==> src/rtl/ib_cnu_pkg.sv <==
`default_nettype none
// ============================================================================
// Module   : ib_cnu_pkg
// Purpose  : Shared types, derived-constant helpers and the fold/unfold
//            symmetry functions for the IB check-node final LUT stage.
// Revision : 1.0 - initial release
// ============================================================================
package ib_cnu_pkg;

    // Widest message the fold/unfold helpers can handle.
    localparam int MAX_Q = 16;

    // Loader FSM states.
    typedef enum logic [1:0] {
        IDLE   = 2'd0,
        LOAD   = 2'd1,
        COMMIT = 2'd2
    } load_state_t;

    // Index width for n items; never below one bit.
    function automatic int calc_width(input int n);
        return (n > 1) ? $clog2(n) : 1;
    endfunction

    // LUT entries held in one frame.
    function automatic int calc_entries(input int addr_bits);
        return 1 << addr_bits;
    endfunction

    // Write beats needed to fill one frame.
    function automatic int calc_beats(input int addr_bits, input int banks);
        return (1 << addr_bits) / banks;
    endfunction

    // Map a q-bit message onto its magnitude index using the MSB as symmetry bit.
    function automatic logic [MAX_Q-1:0] fold(input logic [MAX_Q-1:0] x, input int q);
        logic [MAX_Q-1:0] top;
        logic [MAX_Q-1:0] mask;
        top  = MAX_Q'(1) << (q - 1);
        mask = top - MAX_Q'(1);
        return ((x & top) != '0) ? (x & mask) : (~x & mask);
    endfunction

    // Rebuild a q-bit message from a stored magnitude and a sign.
    function automatic logic [MAX_Q-1:0] unfold(input logic [MAX_Q-1:0] mag, input logic sgn,
                                               input int q);
        logic [MAX_Q-1:0] top;
        logic [MAX_Q-1:0] mask;
        top  = MAX_Q'(1) << (q - 1);
        mask = top - MAX_Q'(1);
        return sgn ? (top | (mag & mask)) : (~mag & mask);
    endfunction

endpackage : ib_cnu_pkg
`default_nettype wire

==> src/rtl/ib_lut_loader.sv <==
`default_nettype none
// ============================================================================
// Module   : ib_lut_loader
// Purpose  : Refills one LUT frame from a bank-interleaved write stream:
//            IDLE -> LOAD (one beat per accepted handshake) -> COMMIT.
//            Owns the per-frame valid flags and the entry write strobes.
// Revision : 1.0 - initial release
// ============================================================================
module ib_lut_loader
    import ib_cnu_pkg::*;
#(
    parameter int MULTI_FRAME_NUM = 2,
    parameter int BEAT_NUM        = 8,
    localparam int FW             = calc_width(MULTI_FRAME_NUM),
    localparam int BW             = calc_width(BEAT_NUM)
)(
    input  logic                       clk,
    input  logic                       rstn,
    input  logic                       load_start,
    input  logic [FW-1:0]              load_frame,
    input  logic                       lut_wr_valid,
    output logic                       lut_wr_ready,
    output logic                       load_busy,
    output logic                       wr_en,
    output logic [FW-1:0]              wr_frame,
    output logic [BW-1:0]              wr_beat,
    output logic [MULTI_FRAME_NUM-1:0] frame_valid
);

    load_state_t                r_state;
    load_state_t                w_state_nxt;
    logic [FW-1:0]              r_frame;
    logic [BW-1:0]              r_beat;
    logic [MULTI_FRAME_NUM-1:0] r_frame_valid;
    logic                       w_last_beat;

    assign w_last_beat = (r_beat == BW'(BEAT_NUM - 1));
    assign wr_frame    = r_frame;
    assign wr_beat     = r_beat;
    assign frame_valid = r_frame_valid;

    // State register.
    always_ff @(posedge clk or negedge rstn) begin
        if (!rstn) r_state <= IDLE;
        else       r_state <= w_state_nxt;
    end

    // Next-state decode and handshake/strobe outputs.
    always_comb begin
        w_state_nxt  = r_state;
        lut_wr_ready = 1'b0;
        load_busy    = 1'b0;
        wr_en        = 1'b0;
        case (r_state)
            IDLE: begin
                if (load_start) w_state_nxt = LOAD;
            end
            LOAD: begin
                lut_wr_ready = 1'b1;
                load_busy    = 1'b1;
                wr_en        = lut_wr_valid;
                if (lut_wr_valid && w_last_beat) w_state_nxt = COMMIT;
            end
            COMMIT: begin
                load_busy   = 1'b1;
                w_state_nxt = IDLE;
            end
            default: w_state_nxt = IDLE;
        endcase
    end

    // Target frame latch, beat counter and frame valid flags.
    always_ff @(posedge clk or negedge rstn) begin
        if (!rstn) begin
            r_frame       <= '0;
            r_beat        <= '0;
            r_frame_valid <= '0;
        end else begin
            case (r_state)
                IDLE: begin
                    if (load_start) begin
                        r_frame                   <= load_frame;
                        r_beat                    <= '0;
                        r_frame_valid[load_frame] <= 1'b0;
                    end
                end
                LOAD: begin
                    if (lut_wr_valid) r_beat <= r_beat + 1'b1;
                end
                COMMIT: r_frame_valid[r_frame] <= 1'b1;
                default: ;
            endcase
        end
    end

endmodule : ib_lut_loader
`default_nettype wire

==> src/rtl/ib_cnu_fn_lut_stage.sv <==
`default_nettype none
// ============================================================================
// Module   : ib_cnu_fn_lut_stage
// Purpose  : Final IB check-node stage. Each edge folds (t, m) into a LUT
//            address, reads a magnitude from a multi-frame flop LUT and
//            unfolds it with the product sign into a c2v message. Two-stage
//            pipeline; an on-block loader refills idle frames.
// Options  : IB_CNU_V2C_PROBE_EN adds out_v2c_probe (in_m aligned to out_c2v).
// Revision : 1.0 - initial release
// ============================================================================
module ib_cnu_fn_lut_stage
    import ib_cnu_pkg::*;
#(
    parameter int QUAN_SIZE       = 3,
    parameter int CN_DEGREE       = 6,
    parameter int CNU_NUM         = 2,
    parameter int ENTRY_ADDR      = 4,
    parameter int LUT_PORT_SIZE   = 2,
    parameter int BANK_NUM        = 2,
    parameter int MULTI_FRAME_NUM = 2,
    localparam int FW             = calc_width(MULTI_FRAME_NUM),
    localparam int DW             = CNU_NUM * CN_DEGREE * QUAN_SIZE
)(
    input  logic                        read_clk,
    input  logic                        rstn,
    input  logic                        in_valid,
    input  logic [FW-1:0]               in_frame,
    input  logic [DW-1:0]               in_t,
    input  logic [DW-1:0]               in_m,
    output logic                        out_valid,
    output logic [FW-1:0]               out_frame,
    output logic [DW-1:0]               out_c2v,
    output logic                        lut_miss,
    input  logic                        load_start,
    input  logic [FW-1:0]               load_frame,
    input  logic                        lut_wr_valid,
    output logic                        lut_wr_ready,
    input  logic [LUT_PORT_SIZE*BANK_NUM-1:0] lut_wr_data,
    output logic                        load_busy,
    output logic [MULTI_FRAME_NUM-1:0]  frame_valid
`ifdef IB_CNU_V2C_PROBE_EN
    ,
    output logic [DW-1:0]               out_v2c_probe
`endif
);

    localparam int ENTRY_NUM = calc_entries(ENTRY_ADDR);
    localparam int BEAT_NUM  = calc_beats(ENTRY_ADDR, BANK_NUM);
    localparam int BW        = calc_width(BEAT_NUM);
    localparam int EDGE_NUM  = CNU_NUM * CN_DEGREE;

    logic                     w_wr_en;
    logic [FW-1:0]            w_wr_frame;
    logic [BW-1:0]            w_wr_beat;
    logic [LUT_PORT_SIZE-1:0] w_bank_data [BANK_NUM];
    logic [LUT_PORT_SIZE-1:0] w_lut [MULTI_FRAME_NUM][ENTRY_NUM];

    logic [EDGE_NUM*ENTRY_ADDR-1:0] w_addr;
    logic [EDGE_NUM*ENTRY_ADDR-1:0] r_s1_addr;
    logic [EDGE_NUM-1:0]            w_sign;
    logic [EDGE_NUM-1:0]            r_s1_sign;
    logic [FW-1:0]                  r_s1_frame;
    logic                           r_s1_valid;
    logic [DW-1:0]                  w_c2v;

    ib_lut_loader #(
        .MULTI_FRAME_NUM (MULTI_FRAME_NUM),
        .BEAT_NUM        (BEAT_NUM)
    ) u_loader (
        .clk          (read_clk),
        .rstn         (rstn),
        .load_start   (load_start),
        .load_frame   (load_frame),
        .lut_wr_valid (lut_wr_valid),
        .lut_wr_ready (lut_wr_ready),
        .load_busy    (load_busy),
        .wr_en        (w_wr_en),
        .wr_frame     (w_wr_frame),
        .wr_beat      (w_wr_beat),
        .frame_valid  (frame_valid)
    );

    // Bank 0 sits in the upper bits of the write word.
    for (genvar b = 0; b < BANK_NUM; b++) begin : g_bank
        assign w_bank_data[b] = lut_wr_data[(BANK_NUM-1-b)*LUT_PORT_SIZE +: LUT_PORT_SIZE];
    end

    for (genvar f = 0; f < MULTI_FRAME_NUM; f++) begin : g_frame
        for (genvar e = 0; e < ENTRY_NUM; e++) begin : g_entry
            logic [LUT_PORT_SIZE-1:0] r_entry;
            // Entry e is filled by bank e%BANK_NUM on beat e/BANK_NUM.
            always_ff @(posedge read_clk or negedge rstn) begin
                if (!rstn) begin
                    r_entry <= '0;
                end else if (w_wr_en && (w_wr_frame == FW'(f)) &&
                             (w_wr_beat == BW'(e / BANK_NUM))) begin
                    r_entry <= w_bank_data[e % BANK_NUM];
                end
            end
            assign w_lut[f][e] = r_entry;
        end
    end

    for (genvar e = 0; e < EDGE_NUM; e++) begin : g_edge
        logic [QUAN_SIZE-1:0]     w_t;
        logic [QUAN_SIZE-1:0]     w_m;
        logic [LUT_PORT_SIZE-1:0] w_ft;
        logic [LUT_PORT_SIZE-1:0] w_fm;
        logic [LUT_PORT_SIZE-1:0] w_mag;

        assign w_t  = in_t[e*QUAN_SIZE +: QUAN_SIZE];
        assign w_m  = in_m[e*QUAN_SIZE +: QUAN_SIZE];
        assign w_ft = LUT_PORT_SIZE'(fold(MAX_Q'(w_t), QUAN_SIZE));
        assign w_fm = LUT_PORT_SIZE'(fold(MAX_Q'(w_m), QUAN_SIZE));
        assign w_addr[e*ENTRY_ADDR +: ENTRY_ADDR] = {w_ft, w_fm};
        assign w_sign[e] = w_t[QUAN_SIZE-1] ~^ w_m[QUAN_SIZE-1];

        // Lookup happens between the two pipeline registers.
        assign w_mag = w_lut[r_s1_frame][r_s1_addr[e*ENTRY_ADDR +: ENTRY_ADDR]];
        assign w_c2v[e*QUAN_SIZE +: QUAN_SIZE] =
            QUAN_SIZE'(unfold(MAX_Q'(w_mag), r_s1_sign[e], QUAN_SIZE));
    end

    // Stage 1: capture folded addresses, signs and frame select.
    always_ff @(posedge read_clk or negedge rstn) begin
        if (!rstn) begin
            r_s1_valid <= 1'b0;
            r_s1_frame <= '0;
            r_s1_addr  <= '0;
            r_s1_sign  <= '0;
        end else begin
            r_s1_valid <= in_valid;
            r_s1_frame <= in_frame;
            r_s1_addr  <= w_addr;
            r_s1_sign  <= w_sign;
        end
    end

    // Stage 2: register the unfolded c2v messages.
    always_ff @(posedge read_clk or negedge rstn) begin
        if (!rstn) begin
            out_valid <= 1'b0;
            out_frame <= '0;
            out_c2v   <= '0;
        end else begin
            out_valid <= r_s1_valid;
            out_frame <= r_s1_frame;
            out_c2v   <= w_c2v;
        end
    end

    // Sticky flag for lookups into a frame that is not (or no longer) loaded.
    always_ff @(posedge read_clk or negedge rstn) begin
        if (!rstn) begin
            lut_miss <= 1'b0;
        end else if (r_s1_valid && !frame_valid[r_s1_frame]) begin
            lut_miss <= 1'b1;
        end
    end

`ifdef IB_CNU_V2C_PROBE_EN
    logic [DW-1:0] r_probe_s1;

    // Delay v2c messages to line up with out_c2v.
    always_ff @(posedge read_clk or negedge rstn) begin
        if (!rstn) begin
            r_probe_s1    <= '0;
            out_v2c_probe <= '0;
        end else begin
            r_probe_s1    <= in_m;
            out_v2c_probe <= r_probe_s1;
        end
    end
`endif

endmodule : ib_cnu_fn_lut_stage
`default_nettype wire

==> config.mk <==
export PLATFORM = sky130hd
export DESIGN_NAME = ib_cnu_fn_lut_stage
export DESIGN_NICKNAME = d
export VERILOG_FILES = /design/src/rtl/ib_cnu_pkg.sv /design/src/rtl/ib_lut_loader.sv /design/src/rtl/ib_cnu_fn_lut_stage.sv
export SDC_FILE = /design/constraint.sdc
export NUM_CORES = 1
export LEC_CHECK = 0
export BUFFER_PORTS_ARGS = -buffer_cell sky130_fd_sc_hd__buf_2
export CAP_MARGIN = 5
export CORE_ASPECT_RATIO = 0.6
export CORE_MARGIN = 2
export CORE_UTILIZATION = 45
export DETAILED_ROUTE_END_ITERATION = 10
export GPL_TIMING_DRIVEN = 0
export PLACE_DENSITY_LB_ADDON = 0.2
export SYNTH_ARGS = -nofsm -noshare
export SYNTH_HDL_FRONTEND = slang
export SYNTH_SLANG_ARGS = --single-unit
==> constraint.sdc <==
create_clock -name read_clk -period 4 [get_ports read_clk]
set_input_delay 0.8 -clock read_clk [delete_from_list [all_inputs] [get_ports read_clk]]
set_output_delay 0.8 -clock read_clk [all_outputs]
set_load 0.05 [all_outputs]
==> flow_summary_export.csv <==
group,metric,value,unit
status,outcome,"finished, final reports clean",
placed_design,hpwl,39900,um
placed_design,place_area,15000,sq um
finish,stdcell_area,15600,sq um
die,rows,49,
worst_setup_path,cp.arrival,3250,ps
placed_design,portBuffers,123,
worst_setup_path,end_kind,"flip-flop",
synth,synthesis.nets,1469,
grt,grt_pass1_wl,83700,um
clock_tree,cts_tree,"yes",
die,boundaryPins,126,
sta,timing.final.ws_setup,1060,ps
clock_tree,clock_sinks,173,
sta,drv_slew,0,
route,routed_wirelength,58500,um
finish,layout_commonest_cell,"mux2i_1",
clock_tree,worstSkewPairLatency,480,ps
sta,finalSetupViolCount,0,
clock_tree,cts-root-buf,"clkbuf_16",
clock_tree,cts_setup_buffers,0,
sta,clock_skew,18.5,ps
synth,yosys.cell_types.count,55,
sta,hold_violations,0,
route,wl_per_cell,30.1,um
grt,grt_util_met3,16.9,%
clock_tree,cts_hold_buf,0,
die,start_util,46.0,%
worst_setup_path,path_cells,"buf_6, buf_6, buf_6, buf_2, mux2i_1, a21oi_1, nor4_1, xor2_1",
finish,fill_cells,2820,
flow_run,maxCapViolations,0,
die,core,30100,sq um
synth,netlist_instances,1376,
route,vias_per_cell,6.60,
route,drcViolationCount,0,
grt,grt_remaining_overflow,0,
power_and_ir_drop,p_leak,6.76,nW
finish,final_cell_mix,"mux2i_1, dfrtp_1, buf_2",
clock_tree,cts.repair.resized,0,
grt,grt_max_degree,117,
sta,slew_headroom,18.6,%
synth,synth_edf_count,0,
sta,grt_setup_unrepaired,"no",
placed_design,pre_cts_slack,1310,ps
worst_setup_path,critPathLaunchType,"flip-flop",
synth,syn_area,13800,sq um
sta,worst_pin_slew,1220,ps
synth,synth_top_area_share,31.3,%
placed_design,dp_cells,1908,
finish,nNetsFinal,1612,
grt,busiest_layer,"met1",
synth,ys_seq_area_share,31.3,%
finish,layout-drive-gt1-share,22.1,%
sta,finalSetupTns,0,ps
power_and_ir_drop,power,9.18,mW
worst_setup_path,cp_slowest_cell,"nor4_1",
clock_tree,path_clk_slew,70,ps
die,die_h,140,um
worst_setup_path,cp_slowest_stage_delay,810,ps
sta,fmax,340,MHz
route,num_vias,12800,
sta,period_minus_slack,2940,ps
clock_tree,htree_num_levels,4,
route,detail-route-antenna-nets,0,
grt,antenna_found_initial,1,
power_and_ir_drop,vdd_ir_drop_max,0.351,mV
route,drtIter0Drc,2104,
grt,use_met2,47.3,%
power_and_ir_drop,p_per_area,589,nW/um^2
grt,met1_usage,52.1,%
finish,syn_to_final_growth,12.5,%
grt,track_usage,36.3,%
die,die_x,230,um
worst_setup_path,worstSetupPathType,"reg2reg",
sta,fin_crit_sh,73.6,%
grt,grt_pass1_vias,12000,
route,drtPass1Iterations,6,
worst_setup_path,cp_data_required_time,4300,ps
clock_tree,clockBufferDepth,2,
synth,synth-async-reset-ratio,100,%
synth,synth_area_leaders,"dfrtp_1, mux2i_1, mux2_2, xnor2_1, mux4_2",
worst_setup_path,cp_common_cell,"buf_6",
worst_setup_path,cp_max_fo,10,
synth,yosys_register_bits,173,
synth,synth_top_cell_by_area,"dfrtp_1",
hold_path,hold_path_class,"in2async",
synth,synth_top_flop_cell,"dfrtp_1",
die,die_area,32200,sq um
sta,fin_hold_ws,236,ps
synth,syn_area_per_cell,10.1,sq um
placed_design,globalplace.congestion,1.05,
clock_tree,cts_made_buffers,17,
finish,stdcell_count,1941,
finish,fin_util,51.7,%
synth,yosys_warnings,0,
cells in the mapped netlist, types with 18 or more instances:
cell      number
xnor2_1       60
mux4_2        20
a22oi_1       51
clkbuf_1      94
nand4b_1      30
xor2_1        24
nand2_1       85
nor3_1        18
nand4_1       19
dfrtp_1      173
a211oi_1      21
buf_2         30
mux2i_1      296
nor2_1        32
a21oi_1       48
mux2_2        93
o22ai_1       34
nor2b_1       30
nand2b_1      24
nand3_1       28
worst paths after layout:
kind,startpoint,end,slack [ps],cells after the start
worst max-delay path,r_s1_frame$_DFF_PN0_,out_c2v[13]$_DFF_PN0_,1060,8
worst min-delay path,rstn,r_s1_addr[27]$_DFF_PN0_,240,1
worst max register to register,r_s1_frame$_DFF_PN0_,out_c2v[13]$_DFF_PN0_,1060,8
worst min register to register,r_s1_valid$_DFF_PN0_,out_valid$_DFF_PN0_,390,0
max in group asynchronous,rstn,r_s1_addr[5]$_DFF_PN0_,2770,2
min in group read_clk,r_s1_valid$_DFF_PN0_,out_valid$_DFF_PN0_,390,0
per-layer routing:
metal / vias up / wire [um]
met5: - / 0
li1: 5373 / -
met2: 1027 / 22200
met3: 182 / 9240
met1: 6221 / 24800
met4: 0 / 2230
critical path, delay by kind of cell (launching register included):
kind	cells	cell delay [ps]
AND/OR/NAND/NOR	1	810
AO/OA/AOI/OAI	1	120
multiplexers	1	320
XOR/XNOR	1	170
buffers and inverters	4	960
flip-flops	1	360
final cells by class:
type | instances | area, sq um | area share (%)
clock inverters | 12 | 125 | 0.804
repair buffers | 124 | 653 | 4.19
multi-input cells | 1040 | 8710 | 55.9
well taps | 408 | 510 | 3.28
flip-flops and latches | 173 | 4330 | 27.8
clock buffers | 19 | 433 | 2.78
plain buffers | 150 | 761 | 4.89
diodes | 2 | 5.00 | 0.0321
inverters | 13 | 48.8 | 0.313
registers in the layout (all words and copies together) (netlist names):
| register | count |
|---|---|
| g_frame.g_entry.r_entry | 64 |
| lut_miss | 1 |
| out_c2v | 36 |
| out_frame | 1 |
| out_valid | 1 |
| r_s1_addr | 48 |
| r_s1_frame | 1 |
| r_s1_sign | 12 |
| r_s1_valid | 1 |
| u_loader.frame_valid | 2 |
| u_loader.r_state | 2 |
| u_loader.wr_beat | 3 |
| u_loader.wr_frame | 1 |
where the power goes:
group | internal [mW] | switching (mW) | total (mW)
logic | 1.56 | 3.30 | 4.86
registers | 2.15 | 0.497 | 2.65
clock network | 0.869 | 0.808 | 1.68
total | 4.58 | 4.60 | 9.18
cells by family (layout without fill, tap and decap cells):
| family | Yosys count | in the layout | synth area share [%] |
|---|---|---|---|
| mux | 412 | 412 | 32.7 |
| simple gates | 327 | 327 | 13.4 |
| compound gates | 207 | 207 | 10.6 |
| flops | 173 | 173 | 31.3 |
| buf+inv | 163 | 318 | 5.85 |
| xor+xnor | 84 | 84 | 5.31 |
| fa+ha+maj | 10 | 10 | 0.904 |
| other cells | 0 | 2 | 0 |
(Power assumes the default switching activity.)
